**src/rtl/data_unpack_pkg.sv**
```systemverilog
// Shared definitions for the activation unpacker: word/activation geometry,
// FSM state encoding and the lane-to-bit-slice convention shared with the packer.
package data_unpack_pkg;

    localparam int WORD_W = 64;
    localparam int ACT_W  = 16;
    localparam int LANES  = 4;
    localparam int LANE_W = 2;

    typedef enum logic [2:0] {
        ST_IDLE = 3'd0,
        ST_REQ  = 3'd1,
        ST_WAIT = 3'd2,
        ST_SEND = 3'd3,
        ST_DONE = 3'd4
    } state_e;

    // Lane 0 is the most significant activation, matching the packer's fill order.
    function automatic logic [ACT_W-1:0] lane_slice(input logic [WORD_W-1:0] word,
                                                    input logic [LANE_W-1:0] lane);
        logic [ACT_W-1:0] slice_s;
        case (lane)
            2'd0:    slice_s = word[63:48];
            2'd1:    slice_s = word[47:32];
            2'd2:    slice_s = word[31:16];
            2'd3:    slice_s = word[15:0];
            default: slice_s = word[15:0];
        endcase
        return slice_s;
    endfunction

endpackage

```
**src/rtl/data_unpack_lane_sel.sv**
```systemverilog
// Combinational 4:1 activation selector from a packed 64-bit word.
module unpack_lane_sel
    import data_unpack_pkg::*;
(
    input  logic [WORD_W-1:0] word_i,
    input  logic [LANE_W-1:0] lane_i,
    output logic [ACT_W-1:0]  act_o
);

    assign act_o = lane_slice(word_i, lane_i);

endmodule

```
**src/rtl/data_unpack.sv**
```systemverilog
// Streams 64-bit packed activation words from RAM as 16-bit activations,
// one word fetch at a time (no prefetch), with valid/ready handshake.
module data_unpack
    import data_unpack_pkg::*;
#(
    parameter int ADDR_W = 10,
    parameter int CNT_W  = 10
) (
    input  logic              clk,
    input  logic              rst,
    input  logic              start,
    input  logic [ADDR_W-1:0] base_addr,
    input  logic [CNT_W-1:0]  word_cnt,
    output logic              ram_rd_en,
    output logic [ADDR_W-1:0] ram_rd_addr,
    input  logic [WORD_W-1:0] ram_rd_data,
    output logic [ACT_W-1:0]  dout,
    output logic              dout_valid,
    input  logic              dout_ready,
    output logic              dout_last,
    output logic              busy,
    output logic              done
);

    state_e              state_q, state_d;
    logic [ADDR_W-1:0]   addr_q, addr_d;
    logic [CNT_W-1:0]    words_left_q, words_left_d;
    logic [LANE_W-1:0]   lane_q, lane_d;
    logic [WORD_W-1:0]   word_q, word_d;

    logic                ram_rd_en_q;
    logic [ADDR_W-1:0]   ram_rd_addr_q;
    logic                dout_valid_q;
    logic                dout_last_q;
    logic                busy_q;
    logic                done_q;
    logic [ACT_W-1:0]    act_s;

    // Next-state and datapath update for the burst FSM
    always_comb begin
        state_d      = state_q;
        addr_d       = addr_q;
        words_left_d = words_left_q;
        lane_d       = lane_q;
        word_d       = word_q;
        case (state_q)
            ST_IDLE: begin
                if (start) begin
                    addr_d       = base_addr;
                    words_left_d = word_cnt;
                    if (word_cnt == {CNT_W{1'b0}}) begin
                        state_d = ST_DONE;
                    end else begin
                        state_d = ST_REQ;
                    end
                end else begin
                    state_d = ST_IDLE;
                end
            end
            ST_REQ: begin
                state_d = ST_WAIT;
            end
            ST_WAIT: begin
                word_d  = ram_rd_data;
                lane_d  = {LANE_W{1'b0}};
                state_d = ST_SEND;
            end
            ST_SEND: begin
                if (dout_ready) begin
                    if (lane_q != LANE_W'(LANES - 1)) begin
                        lane_d = lane_q + LANE_W'(1);
                    end else if (words_left_q > CNT_W'(1)) begin
                        words_left_d = words_left_q - CNT_W'(1);
                        addr_d       = addr_q + ADDR_W'(1);
                        state_d      = ST_REQ;
                    end else begin
                        state_d = ST_DONE;
                    end
                end else begin
                    state_d = ST_SEND;
                end
            end
            ST_DONE: begin
                state_d = ST_IDLE;
            end
            default: begin
                state_d = ST_IDLE;
            end
        endcase
    end

    // State registers; outputs are registered decodes of the next state
    always_ff @(posedge clk) begin
        if (rst) begin
            state_q       <= ST_IDLE;
            addr_q        <= {ADDR_W{1'b0}};
            words_left_q  <= {CNT_W{1'b0}};
            lane_q        <= {LANE_W{1'b0}};
            word_q        <= {WORD_W{1'b0}};
            ram_rd_en_q   <= 1'b0;
            ram_rd_addr_q <= {ADDR_W{1'b0}};
            dout_valid_q  <= 1'b0;
            dout_last_q   <= 1'b0;
            busy_q        <= 1'b0;
            done_q        <= 1'b0;
        end else begin
            state_q       <= state_d;
            addr_q        <= addr_d;
            words_left_q  <= words_left_d;
            lane_q        <= lane_d;
            word_q        <= word_d;
            ram_rd_en_q   <= (state_d == ST_REQ);
            ram_rd_addr_q <= (state_d == ST_REQ) ? addr_d : {ADDR_W{1'b0}};
            dout_valid_q  <= (state_d == ST_SEND);
            dout_last_q   <= (state_d == ST_SEND) && (lane_d == LANE_W'(LANES - 1))
                             && (words_left_d == CNT_W'(1));
            busy_q        <= (state_d != ST_IDLE);
            done_q        <= (state_d == ST_DONE);
        end
    end

    unpack_lane_sel u_lane_sel (
        .word_i (word_q),
        .lane_i (lane_q),
        .act_o  (act_s)
    );

    assign ram_rd_en   = ram_rd_en_q;
    assign ram_rd_addr = ram_rd_addr_q;
    assign dout        = dout_valid_q ? act_s : {ACT_W{1'b0}};
    assign dout_valid  = dout_valid_q;
    assign dout_last   = dout_last_q;
    assign busy        = busy_q;
    assign done        = done_q;

endmodule

```
**config.mk**
```make
export PLATFORM = sky130hd
export DESIGN_NAME = data_unpack
export DESIGN_NICKNAME = d
export VERILOG_FILES = /design/src/rtl/data_unpack_pkg.sv /design/src/rtl/data_unpack_lane_sel.sv /design/src/rtl/data_unpack.sv
export SDC_FILE = /design/constraint.sdc
export NUM_CORES = 1
export LEC_CHECK = 0
export ABC_CLOCK_PERIOD_IN_PS = 4000
export BUFFER_PORTS_ARGS = -buffer_cell sky130_fd_sc_hd__buf_2
export CAP_MARGIN = 20
export CORE_UTILIZATION = 57
export DETAILED_ROUTE_END_ITERATION = 16
export HOLD_SLACK_MARGIN = 0.12
export MAX_ROUTING_LAYER = met4
export PLACE_DENSITY = 0.95
export SLEW_MARGIN = 20
export SYNTH_ARGS = -nofsm -noshare
export SYNTH_HDL_FRONTEND = slang
export SYNTH_SLANG_ARGS = --single-unit
```
**constraint.sdc**
```tcl
create_clock -name clk -period 4 [get_ports clk]
set_input_delay 1.2 -clock clk [delete_from_list [all_inputs] [get_ports clk]]
set_output_delay 1.2 -clock clk [all_outputs]
set_load 0.02 [all_outputs]
```
==> Yosys cells after proc, flatten, opt, wreduce, memory -nomap -nowiden <==
Cells that the tools add are included.
{ "classes": {"addsub": 3, "order_cmp": 1, "eq_ne": 12, "muxes": 21, "bitwise": 1, "n_reduce_logical": 7} }
{ "op_table": {"columns": ["op", "n"], "rows": [
  ["two-way mux 10 bit", 8],
  ["case mux 16 bit (4 select lines)", 1],
  ["case mux 10 bit (2 select lines)", 2],
  ["two-way mux 16 bit", 1],
  ["two-way mux 3 bit", 5],
  ["case mux 3 bit (4 select lines)", 1],
  ["adder 10 x 1 -> 10 bit (second input constant)", 1],
  ["equality test 10 x 1 -> 1 bit (second input constant)", 1],
  ["greater-than comparator 10 x 1 -> 1 bit (second input constant)", 1],
  ["logical NOT 10 bit", 1],
  ["subtractor 10 x 1 -> 10 bit (second input constant)", 1],
  ["equality test 3 x 2 -> 1 bit (second input constant)", 3],
  ["equality test 2 bit (second input constant)", 3],
  ["equality test 3 x 1 -> 1 bit (second input constant)", 2],
  ["two-way mux 2 bit", 2],
  ["case mux 2 bit (2 select lines)", 1],
  ["equality test 3 bit (second input constant)", 1],
  ["logical NOT 3 bit", 1],
  ["nonzero test 3 bit", 1],
  ["adder 2 x 1 -> 2 bit (second input constant)", 1],
  ["equality test 2 x 1 -> 1 bit (second input constant)", 1],
  ["logical AND 1 bit", 2],
  ["logical NOT 2 bit", 1],
  ["!= test 2 bit (second input constant)", 1],
  ["2 further kinds", 2]
]} }
{ "totals": {"regBits": 104, "in_bits": 88, "output_inout_bits": 31, "word_cells": 56} }

==> Logic depth before layout (Yosys ltp) <==
{ "depth": {"word_depth": 8, "mapped_depth": 9, "mapped_depth_nobuf": 8} }

==> Cells and area by module <==
A second synthesis with hierarchy kept.
{ "hier_totals": {"cells_unflattened": 552, "hier_area_um2": 4740.8} }
{ "by_module_without_submodules": {"columns": ["module", "n_inst", "cells_each", "area_per_inst_um2", "seq_area_each_um2"], "rows": [
  ["data_unpack", 1, 532, 4316.6, 2082.0],
  ["unpack_lane_sel", 1, 20, 424.2, 0.0]
]} }

==> Worst setup path after synthesis <==
Ideal clock, no wire load.
{ "synth_path": {"path_kind": "reg-to-output", "startpoint": "register lane_q[0]", "endpoint": "output dout[0]", "arrival_ns": 1.649, "required_ns": 2.800, "path_slack_ns": 1.151, "path_stages_with_launch": 4, "cell_sequence": "dfxtp_1 -> buf_1 -> mux4_2 -> and2_1"} }
{ "synth_between": {"elab_chain_len": 3} }
{ "synth_rtl": {"columns": ["item", "line", "source"], "rows": [
  ["start, declared", "data_unpack.sv:28", "logic [LANE_W-1:0] lane_q, lane_d;"],
  ["start signal, assigned", "data_unpack.sv:98", "lane_q <= {LANE_W{1'b0}};"],
  ["start signal, assigned", "data_unpack.sv:110", "lane_q <= lane_d;"],
  ["equality test 2 bit (tied with other cells)", "data_unpack_pkg.sv:22", "case (lane)"],
  ["case mux 16 bit (4 select lines) *", "data_unpack_pkg.sv:22", null],
  ["two-way mux 16 bit *", "data_unpack.sv:130", "assign dout = dout_valid_q ? act_s : {ACT_W{1'b0}};"],
  ["end, declared", "data_unpack.sv:17", "output logic [ACT_W-1:0] dout,"]
]} }
Every way passes the cells marked *; elsewhere a longest branch is shown, timed or not.

==> Worst setup path after layout <==
{ "layout_path": {"startpoint": "register lane_q[0]", "endpoint": "output dout[11]"} }
Same word-level chain as after synthesis.

==> impl_metrics.yaml <==
clocking:
  hold_buffers: 0
  post_cts_buffers: 0
  h-tree-depth: 3
  cts_buffer_depth: 2
  post_cts_resized: 0
  cts.sinks: 104
  root_buffer: "clkbuf_8"
  cts_buffers: 9
  cts_tree: "done"
  clk_pin_slew_ns: 0.11
  insertion_delay_ns: 0.38
synth:
  synth_commonest_cells: "150 x nand2_1, 104 x dfxtp_1, 71 x a21oi_1"
  yosysMostFrequentCell: "nand2_1"
  syn_avg_cell_area_sq_um: 8.315
  synth_top_area_share_pct: 44.40
  yosys_warnings: 0
  ys_async_sr_fraction_pct: 0
  synth.distinct_cells: 50
  postSynthCellCount: 564
  synth-edff-count: 0
  syn_area_sq_um: 4689
  ys_ff_latch: 104
  synth_area_leader_cell: "dfxtp_1"
  synth_flop_cell: "dfxtp_1"
  yosys-top-cells-area: "dfxtp_1 44%, nand2_1 12%, mux4_2 7.7%"
  ys_seq_area_share_pct: 44.40
  syn-num-nets: 655
hold_path:
  hp-start: "word_q[19]"
  hold_path.class: "reg -> reg"
  hold_end: "word_q[19]"
  whs_path_depth: 2
detailed_routing:
  vias: 4504
  dr_wl_met3_um: 951
  antenna_left: 0
  avgRoutedWirePerCell_um: 16.12
  vias_per_cell: 5.880
  drt_iter0_markers: 274
  drt_wl_total_um: 12350
  highest_layer: "met4"
  drc: 0
  dr.pass1.iters: 5
  met2_length_um: 5968
  wl_met1_um: 5146
setup_path:
  r2r_slack_ns: 0.98
  crit_buf_inv: 2
  rr_endpoint: "ram_rd_addr[6]"
  crit_family: "flip-flops"
  cp_max_fo: 14
  slowest_delay_ns: 0.56
  worst_setup_path_end_kind: "output pin"
  worst-setup-path-type: "reg -> out"
  crit_slowest_cell: "dfxtp_1"
  start_kind: "flop"
  critical_path_arrival_ns: 2.18
  r2r_start: "state_q[1]"
  worstPathRequired_ns: 2.80
  r2r_cells: 6
  path_cells: "buf_4, mux4_2, and2_1, buf_2"
die:
  design.die.area_sq_um: 8594
  die_h_um: 92.71
  initial_core_util_pct: 59.76
  ioPinCount: 119
  core_sq_um: 7848
  die_x_um: 92.71
  row_count: 32
layout:
  nets: 750
  antenna_cells: 0
  multiInputGateArea_sq_um: 2450
  layout-drive-gt1-share_pct: 25.15
  nFillCells: 625
  stdcell_count: 766
  final-seq-area_sq_um: 2082
  syn_to_final_growth_pct: 18.14
sta:
  period_share_pct: 84.59
  setup_viol: 0
  maxSlewHeadroom_pct: 41.56
  skew_ns: 0.01163
  tightest_slew_ns: 0.8747
  fin_tns_setup_ns: 0
  rsz0062_at_grt: "no"
  drv_slew: 0
  fmaxAchievable_mhz: 295.6
  period_needed_ns: 3.383
  hold_viol_final: 0
pwr:
  p_leak_nw: 2.198
  clkPwrFrac_pct: 32.0
  p_int_mw: 1.532
  swShare_pct: 29.24
  combPwrFrac_pct: 15.2
  p_per_area_nw_per_um2: 390.7
  vdd_ir_drop_max_uv: 176.4
  netSwitchingPower_uw: 632.9
  seq_power_share_pct: 52.8
global_routing:
  grtUsageTotal_pct: 30.29
  grt_overflow: 0
  antenna_found_initial: 0
  grt_max_degree: 65
  grt_first_pass_wirelength_um: 19840
  grt_pass1_vias: 4333
run:
  drv_cap: 0
placement:
  dpl.cell_count: 750
  gp_congestion: 0.9248
  hpwl_um: 8536
  io_buffers: 118
run_status:
  status: "completed"
-- flip-flops by register name (all words and copies together) (netlist names) --
signal / count
word_q: 64
addr_q: 10
ram_rd_addr: 10
words_left_q: 10
state_q: 3
lane_q: 2
busy: 1
done: 1
dout_last: 1
dout_valid: 1
ram_rd_en: 1
-- worst max-delay path by stage --
stage,from,end,cells after the start
2_1_floorplan,lane_q[0],dout[0],3
3_3_place_gp,dout_ready,ram_rd_addr[2],7
3_5_place_dp,dout_ready,ram_rd_addr[8],7
4_1_cts,lane_q[0],dout[11],4
5_1_grt,lane_q[0],dout[7],4
6_report,lane_q[0],dout[11],4
-- metrics by stage --
step / setup WS [ns] / util (%) / hold slack, ns / total power [mW] / cell area, sq um
after floorplan: 1.151 / - / 0.4331 / 1.369 / 4690
after global placement: 0.8677 / 67.79 / 0.4388 / 1.471 / 5320
after detailed placement: 0.8254 / 67.79 / 0.4475 / 1.486 / 5320
after CTS: 0.5909 / 70.54 / 0.4629 / 2.166 / 5535
after global routing: 0.4796 / 70.60 / 0.4796 / 2.255 / 5540
final: 0.6166 / 70.60 / 0.4607 / 2.164 / 5540
-- cell type report --
| cell class | instances | area share, % |
|---|---|---|
| sequential | 104 | 37.58 |
| inverter | 4 | 0.2710 |
| timing repair buffer | 126 | 11.74 |
| tap | 102 | 2.304 |
| clock inverter | 7 | 1.649 |
| clock buffer | 9 | 2.236 |
| multi-input combinational | 414 | 44.22 |
-- power groups by stage --
stage          registers [mW]  clock network [mW]  logic, mW
6_report                 1.14               0.692      0.330
5_1_grt                  1.15               0.744      0.362
4_1_cts                  1.14               0.701      0.326
3_5_place_dp             1.16                   0      0.323
3_3_place_gp             1.16                   0      0.313
2_1_floorplan            1.15                   0      0.222
-- worst register-to-register path, delay by kind of cell (launching register included) --
| kind | cells | cell delay, ns |
|---|---|---|
| AO/OA/AOI/OAI | 1 | 0.70 |
| flip-flops | 1 | 0.78 |
| AND/OR/NAND/NOR | 5 | 1.44 |
-- placed cells by master (no fill, tap or decap), drive strengths merged, types with 4 or more instances in the layout --
| cell type | netlist | layout |
|---|---|---|
| and3 | 7 | 7 |
| mux4 | 16 | 16 |
| buf | 11 | 126 |
| nor2 | 35 | 35 |
| a21oi | 71 | 71 |
| a22oi | 10 | 10 |
| nor3 | 10 | 10 |
| a211oi | 4 | 4 |
| or4 | 7 | 7 |
| nand3 | 10 | 10 |
| nand2 | 151 | 151 |
| nor4 | 8 | 8 |
| o211ai | 8 | 8 |
| inv | 4 | 6 |
| dfxtp | 104 | 104 |
| clkbuf | 31 | 9 |
| o311ai | 4 | 4 |
| and2 | 17 | 17 |
| a2bb2oi | 4 | 4 |
| nor2b | 11 | 11 |
-- cells by family after synthesis --
| group | after synthesis | synth area share [%] |
|---|---|---|
| compound gates | 120 | 15.93 |
| flops | 104 | 44.40 |
| fa+ha+maj | 3 | 0.8005 |
| mux | 18 | 8.111 |
| simple gates | 271 | 26.57 |
| xor+xnor | 2 | 0.3736 |
| buf+inv | 46 | 3.815 |
-- per-layer routing --
layer,vias up,track usage [%]
li1,2160,-
met1,2091,35.97
met2,224,50.80
met3,29,5.419
met4,0,12.69
met5,-,-
(Power assumes the default switching activity.)
